--- src/rtl/partition_kv_sender.sv ---
// Partitioner-side transmitter: buffers <key,value> points and hands them to the reducer arbiter one at a time.
// Latency: push->request 2 cycles when idle; ack at edge T -> slice k on o_value_data in cycle T+2+k.
// Backpressure: o_kv_ready drops while the FIFO holds FIFO_DEPTH points; KV_SENDER_STATS_EN adds o_sent_count.
module partition_kv_sender #(
    parameter int PRECISION       = 16,
    parameter int DIMENSION       = 2,
    parameter int FIFO_DEPTH      = 4,
    parameter int FIFO_ADDR_WIDTH = 2
) (
    input  logic                           clock,
    input  logic                           reset_n,
    input  logic                           i_kv_valid,
    output logic                           o_kv_ready,
    input  logic [15:0]                    i_key,
    input  logic [PRECISION*DIMENSION-1:0] i_value,
    output logic                           o_request,
    input  logic                           i_acknowledged,
    output logic [15:0]                    o_key_data,
    output logic [PRECISION-1:0]           o_value_data,
    output logic                           o_busy,
    output logic                           o_empty
`ifdef KV_SENDER_STATS_EN
    ,
    output logic [31:0]                    o_sent_count
`endif
);

    localparam int VW = PRECISION * DIMENSION;
    localparam int CW = $clog2(DIMENSION) + 1;

    localparam logic [FIFO_ADDR_WIDTH-1:0] PTR_ONE  = 1;
    localparam logic [FIFO_ADDR_WIDTH:0]   CNT_ONE  = 1;
    localparam logic [FIFO_ADDR_WIDTH:0]   CNT_FULL = (FIFO_ADDR_WIDTH+1)'(FIFO_DEPTH);
    localparam logic [CW-1:0]              BEAT_ONE  = 1;
    localparam logic [CW-1:0]              BEAT_LAST = CW'(DIMENSION - 1);

    typedef struct packed {
        logic [15:0]   key;
        logic [VW-1:0] value;
    } kv_t;

    typedef enum logic [1:0] {
        ST_IDLE = 2'd0,
        ST_REQ  = 2'd1,
        ST_GAP  = 2'd2,
        ST_SEND = 2'd3
    } state_t;

    // ------------------------------------------------------------------
    // Input FIFO
    // ------------------------------------------------------------------
    kv_t                      mem_q [FIFO_DEPTH];
    logic [FIFO_ADDR_WIDTH-1:0] wr_ptr_q, wr_ptr_d;
    logic [FIFO_ADDR_WIDTH-1:0] rd_ptr_q, rd_ptr_d;
    logic [FIFO_ADDR_WIDTH:0]   count_q, count_d;
    logic                       push;
    logic                       pop;
    logic                       fifo_empty;
    kv_t                        head;

    // Ready is purely a function of the stored count, so a same-cycle pop cannot lift it.
    assign o_kv_ready = (count_q != CNT_FULL);
    assign fifo_empty = (count_q == '0);
    assign push       = i_kv_valid && o_kv_ready;
    assign head       = mem_q[rd_ptr_q];
    assign o_empty    = fifo_empty;

    // Pointer and occupancy next-state; pointers wrap naturally at the power-of-two depth
    always_comb begin
        wr_ptr_d = wr_ptr_q;
        rd_ptr_d = rd_ptr_q;
        count_d  = count_q;
        if (push) begin
            wr_ptr_d = wr_ptr_q + PTR_ONE;
        end
        if (pop) begin
            rd_ptr_d = rd_ptr_q + PTR_ONE;
        end
        case ({push, pop})
            2'b10:   count_d = count_q + CNT_ONE;
            2'b01:   count_d = count_q - CNT_ONE;
            default: count_d = count_q;
        endcase
    end

    // FIFO bookkeeping registers
    always_ff @(posedge clock or negedge reset_n) begin
        if (!reset_n) begin
            wr_ptr_q <= '0;
            rd_ptr_q <= '0;
            count_q  <= '0;
        end else begin
            wr_ptr_q <= wr_ptr_d;
            rd_ptr_q <= rd_ptr_d;
            count_q  <= count_d;
        end
    end

    // FIFO storage; contents are only meaningful behind the count, so no reset
    always_ff @(posedge clock) begin
        if (push) begin
            mem_q[wr_ptr_q] <= '{key: i_key, value: i_value};
        end
    end

    // ------------------------------------------------------------------
    // Transfer FSM
    // ------------------------------------------------------------------
    state_t         state_q, state_d;
    logic           request_q, request_d;
    logic [CW-1:0]  beat_q, beat_d;
    kv_t            hold_q, hold_d;
    logic           last_beat;

    assign last_beat = (beat_q == BEAT_LAST);

    // State register
    always_ff @(posedge clock or negedge reset_n) begin
        if (!reset_n) begin
            state_q <= ST_IDLE;
        end else begin
            state_q <= state_d;
        end
    end

    // Next-state: one point per request, fixed GAP slot, then DIMENSION beats
    always_comb begin
        state_d = state_q;
        case (state_q)
            ST_IDLE: if (!fifo_empty)     state_d = ST_REQ;
            ST_REQ:  if (i_acknowledged)  state_d = ST_GAP;
            ST_GAP:                       state_d = ST_SEND;
            ST_SEND: if (last_beat)       state_d = ST_IDLE;
            default:                      state_d = ST_IDLE;
        endcase
    end

    // Per-state control: pop into the hold regs, request edges, beat counting
    always_comb begin
        pop       = 1'b0;
        request_d = request_q;
        beat_d    = beat_q;
        hold_d    = hold_q;
        case (state_q)
            ST_IDLE: begin
                if (!fifo_empty) begin
                    pop       = 1'b1;
                    hold_d    = head;
                    request_d = 1'b1;
                end
            end
            ST_REQ: begin
                // Dropping request right after the ack keeps the arbiter from granting twice
                if (i_acknowledged) begin
                    request_d = 1'b0;
                end
            end
            ST_SEND: begin
                beat_d = last_beat ? '0 : beat_q + BEAT_ONE;
            end
            default: begin
                beat_d = beat_q;
            end
        endcase
    end

    // Registered request, beat counter and hold registers
    always_ff @(posedge clock or negedge reset_n) begin
        if (!reset_n) begin
            request_q <= 1'b0;
            beat_q    <= '0;
            hold_q    <= '0;
        end else begin
            request_q <= request_d;
            beat_q    <= beat_d;
            hold_q    <= hold_d;
        end
    end

    // Value lane: slice 0 everywhere except SEND, where the beat counter picks the slice
    always_comb begin
        o_value_data = hold_q.value[PRECISION-1:0];
        if (state_q == ST_SEND) begin
            for (int k = 0; k < DIMENSION; k++) begin
                if (beat_q == CW'(k)) begin
                    o_value_data = hold_q.value[k*PRECISION +: PRECISION];
                end
            end
        end
    end

    assign o_request  = request_q;
    assign o_key_data = hold_q.key;
    assign o_busy     = (state_q != ST_IDLE);

`ifdef KV_SENDER_STATS_EN
    logic [31:0] sent_count_q;

    // Completed-transfer counter, bumped on the SEND->IDLE edge and wrapping at 2^32
    always_ff @(posedge clock or negedge reset_n) begin
        if (!reset_n) begin
            sent_count_q <= '0;
        end else if ((state_q == ST_SEND) && last_beat) begin
            sent_count_q <= sent_count_q + 32'd1;
        end
    end

    assign o_sent_count = sent_count_q;
`endif

endmodule

--- config.mk ---
export PLATFORM = sky130hd
export DESIGN_NAME = partition_kv_sender
export DESIGN_NICKNAME = d
export VERILOG_FILES = /design/src/rtl/partition_kv_sender.sv
export SDC_FILE = /design/constraint.sdc
export NUM_CORES = 1
export LEC_CHECK = 0
export ABC_AREA = 1
export CAP_MARGIN = 20
export CORE_MARGIN = 5
export CORE_UTILIZATION = 63
export CTS_BUF_LIST = sky130_fd_sc_hd__clkbuf_8 sky130_fd_sc_hd__clkbuf_16
export DETAILED_ROUTE_END_ITERATION = 6
export MAX_ROUTING_LAYER = met4
export PLACE_DENSITY = 0.85
export SETUP_SLACK_MARGIN = 0.5
export SYNTH_ARGS = -nofsm -noshare
export SYNTH_HDL_FRONTEND = slang
export SYNTH_SLANG_ARGS = --single-unit
--- constraint.sdc ---
create_clock -name clock -period 7.5 [get_ports clock]
set_input_delay 1.5 -clock clock [delete_from_list [all_inputs] [get_ports clock]]
set_output_delay 1.5 -clock clock [all_outputs]
set_load 0.05 [all_outputs]
After elaboration in Yosys (flattened, before gate mapping)
Memories as Yosys holds them, arrays and structs flattened. A register that Yosys moved wholly into a read port is not among the register bits.
Cells that the tools add are included.
{"block": "classes", "add_sub_neg": 5, "n_eq_ne": 10, "muxes": 15, "n_bitwise": 1, "reduce_logical": 10}
{"op": "16-bit 2-to-1 mux", "count": 2}
{"op": "2-bit 2-to-1 mux", "count": 4}
{"op": "2-bit one-hot mux with 4 select lines", "count": 1}
{"op": "2-bit by 1-bit adder with 2-bit output (second input constant)", "count": 3}
{"op": "2-bit by 1-bit == test with 1-bit output (second input constant)", "count": 3}
{"op": "2-bit == test (second input constant)", "count": 3}
{"op": "1-bit 2-to-1 mux", "count": 6}
{"op": "2-bit != test (second input constant)", "count": 3}
{"op": "3-bit one-hot mux with 2 select lines", "count": 1}
{"op": "3-bit AND reduction", "count": 2}
{"op": "2-bit nonzero test", "count": 3}
{"op": "3-bit by 1-bit adder with 3-bit output (second input constant)", "count": 1}
{"op": "3-bit logical NOT", "count": 1}
{"op": "3-bit != test (second input constant)", "count": 1}
{"op": "3-bit by 1-bit subtractor with 3-bit output (second input constant)", "count": 1}
{"op": "2-bit logical NOT", "count": 1}
{"op": "1-bit one-hot mux with 2 select lines", "count": 1}
{"op": "2-bit AND reduction", "count": 1}
{"op": "1-bit logical AND", "count": 1}
{"op": "1-bit logical NOT", "count": 1}
{"op": "1-bit inverter", "count": 1}
{"block": "totals", "register_bits": 12, "mem_bits_rw": 192, "inputBits": 52, "out_inout_bits": 36, "wordCells": 48, "n_memories": 1}
{"memory": "mem_q", "depth": 4, "word_bits": 48, "read_ports": 1, "rd_clocked_by_memory_dff": 1, "wr": 1, "line_no": "52", "text": "kv_t mem_q [FIFO_DEPTH];"}

Longest topological paths before layout
{"block": "logic_depth", "depth_word": 5, "ltp_mapped": 12, "depth_no_buf": 11}

Least setup slack after synthesis
No wires, ideal clock.
{"block": "synth_timing", "path_kind": "input port to flip-flop", "startpoint": "input port i_kv_valid", "endpoint": "memory mem_q[0][0] in the netlist's numbering (enable)", "arrival_ns": 3.658, "required_ns": 7.046, "path_slack_ns": 3.388, "cell_stages": 2, "n_path_buf": 0, "cell_sequence": "nand2_2 nor2_1"}
{"block": "synth_between", "elab_chain_len": 3}
{"item": "start, declared", "line_no": "12", "text": "input logic i_kv_valid,"}
{"item": "1-bit logical AND", "line_no": "64", "text": "assign push = i_kv_valid && o_kv_ready;"}
{"item": "1-bit 2-to-1 mux", "line_no": "101", "text": "if (push) begin"}
{"item": "1-bit 2-to-1 mux (not written as such)", "line_no": "102", "text": "mem_q[wr_ptr_q] <= '{key: i_key, value: i_value};"}
{"item": "end, declared", "line_no": "52"}
No other way between the ends.

Final worst setup path
{"block": "layout_timing", "startpoint": "register state_q[0]", "endpoint": "output port o_value_data[11]"}
{"block": "layout_between", "elab_chain_len": 2}
{"item": "start, declared", "line_no": "109", "text": "state_t state_q, state_d;"}
{"item": "start signal, assigned", "line_no": "122", "text": "state_q <= state_d;"}
{"item": "2-bit == test", "line_no": "183", "text": "if (state_q == ST_SEND) begin"}
{"item": "16-bit 2-to-1 mux", "line_no": "183"}
{"item": "end, declared", "line_no": "19", "text": "output logic [PRECISION-1:0] o_value_data,"}
No other way between the ends.

==> flow_metrics.env <==
export IMPL_outcome="finished clean"
export IMPL_cts_sinks=252
export IMPL_p_sw_share_pct=40.60
export IMPL_slew_headroom_pct=26.29
export IMPL_hold_start="o_key_data[4]"
export IMPL_mostFrequentLayoutCell="nand2_1"
export IMPL_p_clk_share_pct=22.0
export IMPL_min_period_ns=4.670
export IMPL_die_area_mm2=0.02008
export IMPL_ys_warn_count=0
export IMPL_fin_tns_setup_ns=0
export IMPL_cts_max_path_buffers=3
export IMPL_tritoncts="done"
export IMPL_layout_common_cells="nand2_1 (417), inv_1 (226), edfxtp_1 (192)"
export IMPL_reg2reg_to="count_q[2]"
export IMPL_dieWidth_um=141.7
export IMPL_maxCapViolCount=0
export IMPL_path_max_fanout=32
export IMPL_rsz0062_at_grt="no"
export IMPL_first_global_vias=7541
export IMPL_finalCritPeriodShare_pct=62.27
export IMPL_cts_htree_levels=1
export IMPL_final_setup_viol_count=0
export IMPL_min_to="o_key_data[4]"
export IMPL_place_congestion=0.7956
export IMPL_wl_mm=23.06
export IMPL_wl_per_cell_um=16.31
export IMPL_grtUsageTotal_pct=24.41
export IMPL_place_area_mm2=0.01181
export IMPL_drive_above_1_share_pct=5.471
export IMPL_via_per_inst=5.172
export IMPL_postRouteAntennaNets=0
export IMPL_grt_pass1_wl_mm=37.25
export IMPL_synth_cell_types=24
export IMPL_fin_worst_skew_ns=0.01046
export IMPL_numPortBuffers=87
export IMPL_drtPass1Iterations=5
export IMPL_final_nets=1233
export IMPL_core_area_mm2=0.01718
export IMPL_pwr_density_cell_mw_per_mm2=431.8
export IMPL_holdBufCountCts=0
export IMPL_core_rowCount=48
export IMPL_yosysSeqAreaShare_pct=66.51
export IMPL_r2r_start="state_q[0]"
export IMPL_grt_max_degree=98
export IMPL_postCtsSetupBuffers=0
export IMPL_whs_path_depth=2
export IMPL_io_pins=88
export IMPL_synth_area_leader_cell="edfxtp_1"
export IMPL_antenna_found_initial=1
export IMPL_drt_iter0_drc=626
export IMPL_start_util_pct=63.61
export IMPL_switchingPower_mw=2.212
export IMPL_comb_power_share_pct=40.0
export IMPL_clk_pin_slew_ns=0.06
export IMPL_post_cts_resized=0
export IMPL_leakagePower_nw=5.937
export IMPL_overflow=0
export IMPL_rr_worst_depth=11
export IMPL_syn_num_nets=1171
export IMPL_hold_viol=0
export IMPL_fill_cells=1093
export IMPL_final_max_slew_viol_count=0
export IMPL_hold_path_class="reg2reg"
export IMPL_syn_avg_cell_area_um2=9.862
export IMPL_synthCells=1108
export IMPL_cts_buffers=25
export IMPL_clk_latency_ns=0.52
export IMPL_final_util_pct=73.47
export IMPL_cp_required_ns=6.00
export IMPL_hpwl_mm=12.93
export IMPL_die_y_um=141.7
export IMPL_fin_area_mm2=0.01262
export IMPL_synth_area_top_cells="edfxtp_1 (53%), nand2_1 (14%), dfrtp_1 (14%), inv_1 (7.7%), nand3_1 (4.5%)"
export IMPL_endpoint_kind="output port"
export IMPL_rrSetupSlack_ns=4.45
export IMPL_p_int_mw=3.237
export IMPL_synth_top_area_share_pct=52.77
export IMPL_p_seq_share_pct=38.0
export IMPL_clock_fmax_mhz=214.1
export IMPL_syn_area_mm2=0.01093
export IMPL_worst_endpoint_arrival_ns=3.17
export IMPL_synth_seq_cells=252
export IMPL_drc_errors=0
export IMPL_worstMarginPinSlew_ns=1.106
export IMPL_critPathLaunchType="flop"
export IMPL_clockRootBuffer="clkbuf_16"
export IMPL_vias=7313
export IMPL_criticalPathCategory="reg2out"
export IMPL_vdd_ir_drop_worst_mv=0.3753
export IMPL_area_growth_pct=15.49
-- critical path, cell delays in order, from the launching register on --
cell and delay (ns):
dfrtp_1 0.40, ha_1 0.24, nand3_1 0.66, o21ai_0 0.47, clkdlybuf4s50_1 0.87
-- metrics by stage --
stage | cells | total power [mW] | hold WS (ns) | setup WS (ns)
finish | 1414 | 5.449 | 0.4758 | 2.830
global route | 1414 | 5.782 | 0.5133 | 2.525
CTS | 1412 | 5.454 | 0.4825 | 2.821
detailed placement | 1367 | 4.236 | 0.4651 | 3.432
global placement | 1367 | 4.156 | 0.4614 | 3.518
floorplan | 1108 | 3.681 | 0.4488 | 3.388
-- per-layer routing --
| metal | share of wire (%) | track usage (%) |
|---|---|---|
| met5 | 0 | - |
| met4 | 2.7 | 7.576 |
| met3 | 6.2 | 3.842 |
| met2 | 54 | 44.66 |
| met1 | 37 | 27.50 |
-- power groups by stage --
stage | Combinational [mW] | Sequential (mW) | Clock [mW]
2_1_floorplan | 1.63 | 2.05 | 0
4_1_cts | 2.14 | 2.11 | 1.21
6_report | 2.18 | 2.07 | 1.20
3_3_place_gp | 2.04 | 2.11 | 0
5_1_grt | 2.40 | 2.10 | 1.27
3_5_place_dp | 2.11 | 2.13 | 0
-- flip-flops by register name, indices dropped and copies added (netlist names), 2 cells and up --
name        flops
count_q         3
state_q         2
o_key_data     16
rd_ptr_q        2
mem_q         192
hold_q         32
wr_ptr_q        2
beat_q          2
-- cells in the mapped netlist (all sizes together) --
| cell | number |
|---|---|
| o21ai | 18 |
| clkbuf | 14 |
| xor2 | 4 |
| o21a | 1 |
| buf | 47 |
| ha | 10 |
| a21oi | 1 |
| fa | 1 |
| inv | 228 |
| nor2 | 7 |
| nand2 | 420 |
| edfxtp | 192 |
| nand4 | 2 |
| xnor2 | 2 |
| dfrtp | 60 |
| nand3b | 1 |
| or2 | 1 |
| nand3 | 99 |
-- cells by family after synthesis --
kind of cell,Yosys count,share of synthesized area [%]
buf+inv,289,11.16
fa+ha+maj,11,1.328
flops,252,66.51
xor+xnor,6,0.4809
simple gates,530,19.58
compound gates,20,0.9390
-- worst max-delay path by stage --
stage	from	endpoint	slack [ns]
finish	state_q[0]	o_value_data[11]	2.83
global route	state_q[0]	o_value_data[4]	2.52
CTS	state_q[0]	o_value_data[11]	2.82
detailed placement	state_q[0]	o_value_data[14]	3.43
global placement	state_q[0]	o_value_data[6]	3.52
floorplan	i_kv_valid	mem_q[0][0]	3.39
-- layout make-up --
| class | instances | area, µm² | share of cell area [%] |
|---|---|---|---|
| Tap cell | 225 | 281.5 | 2.231 |
| Timing Repair Buffer | 96 | 945.9 | 7.496 |
| Clock inverter | 19 | 152.6 | 1.210 |
| Antenna cell | 1 | 2.502 | 0.01983 |
| Sequential cell | 252 | 7272 | 57.62 |
| Inverter | 228 | 855.8 | 6.782 |
| Clock buffer | 26 | 639.4 | 5.066 |
| Multi-Input combinational cell | 567 | 2470 | 19.57 |
No activity file was read; power rests on OpenSTA's default activity.
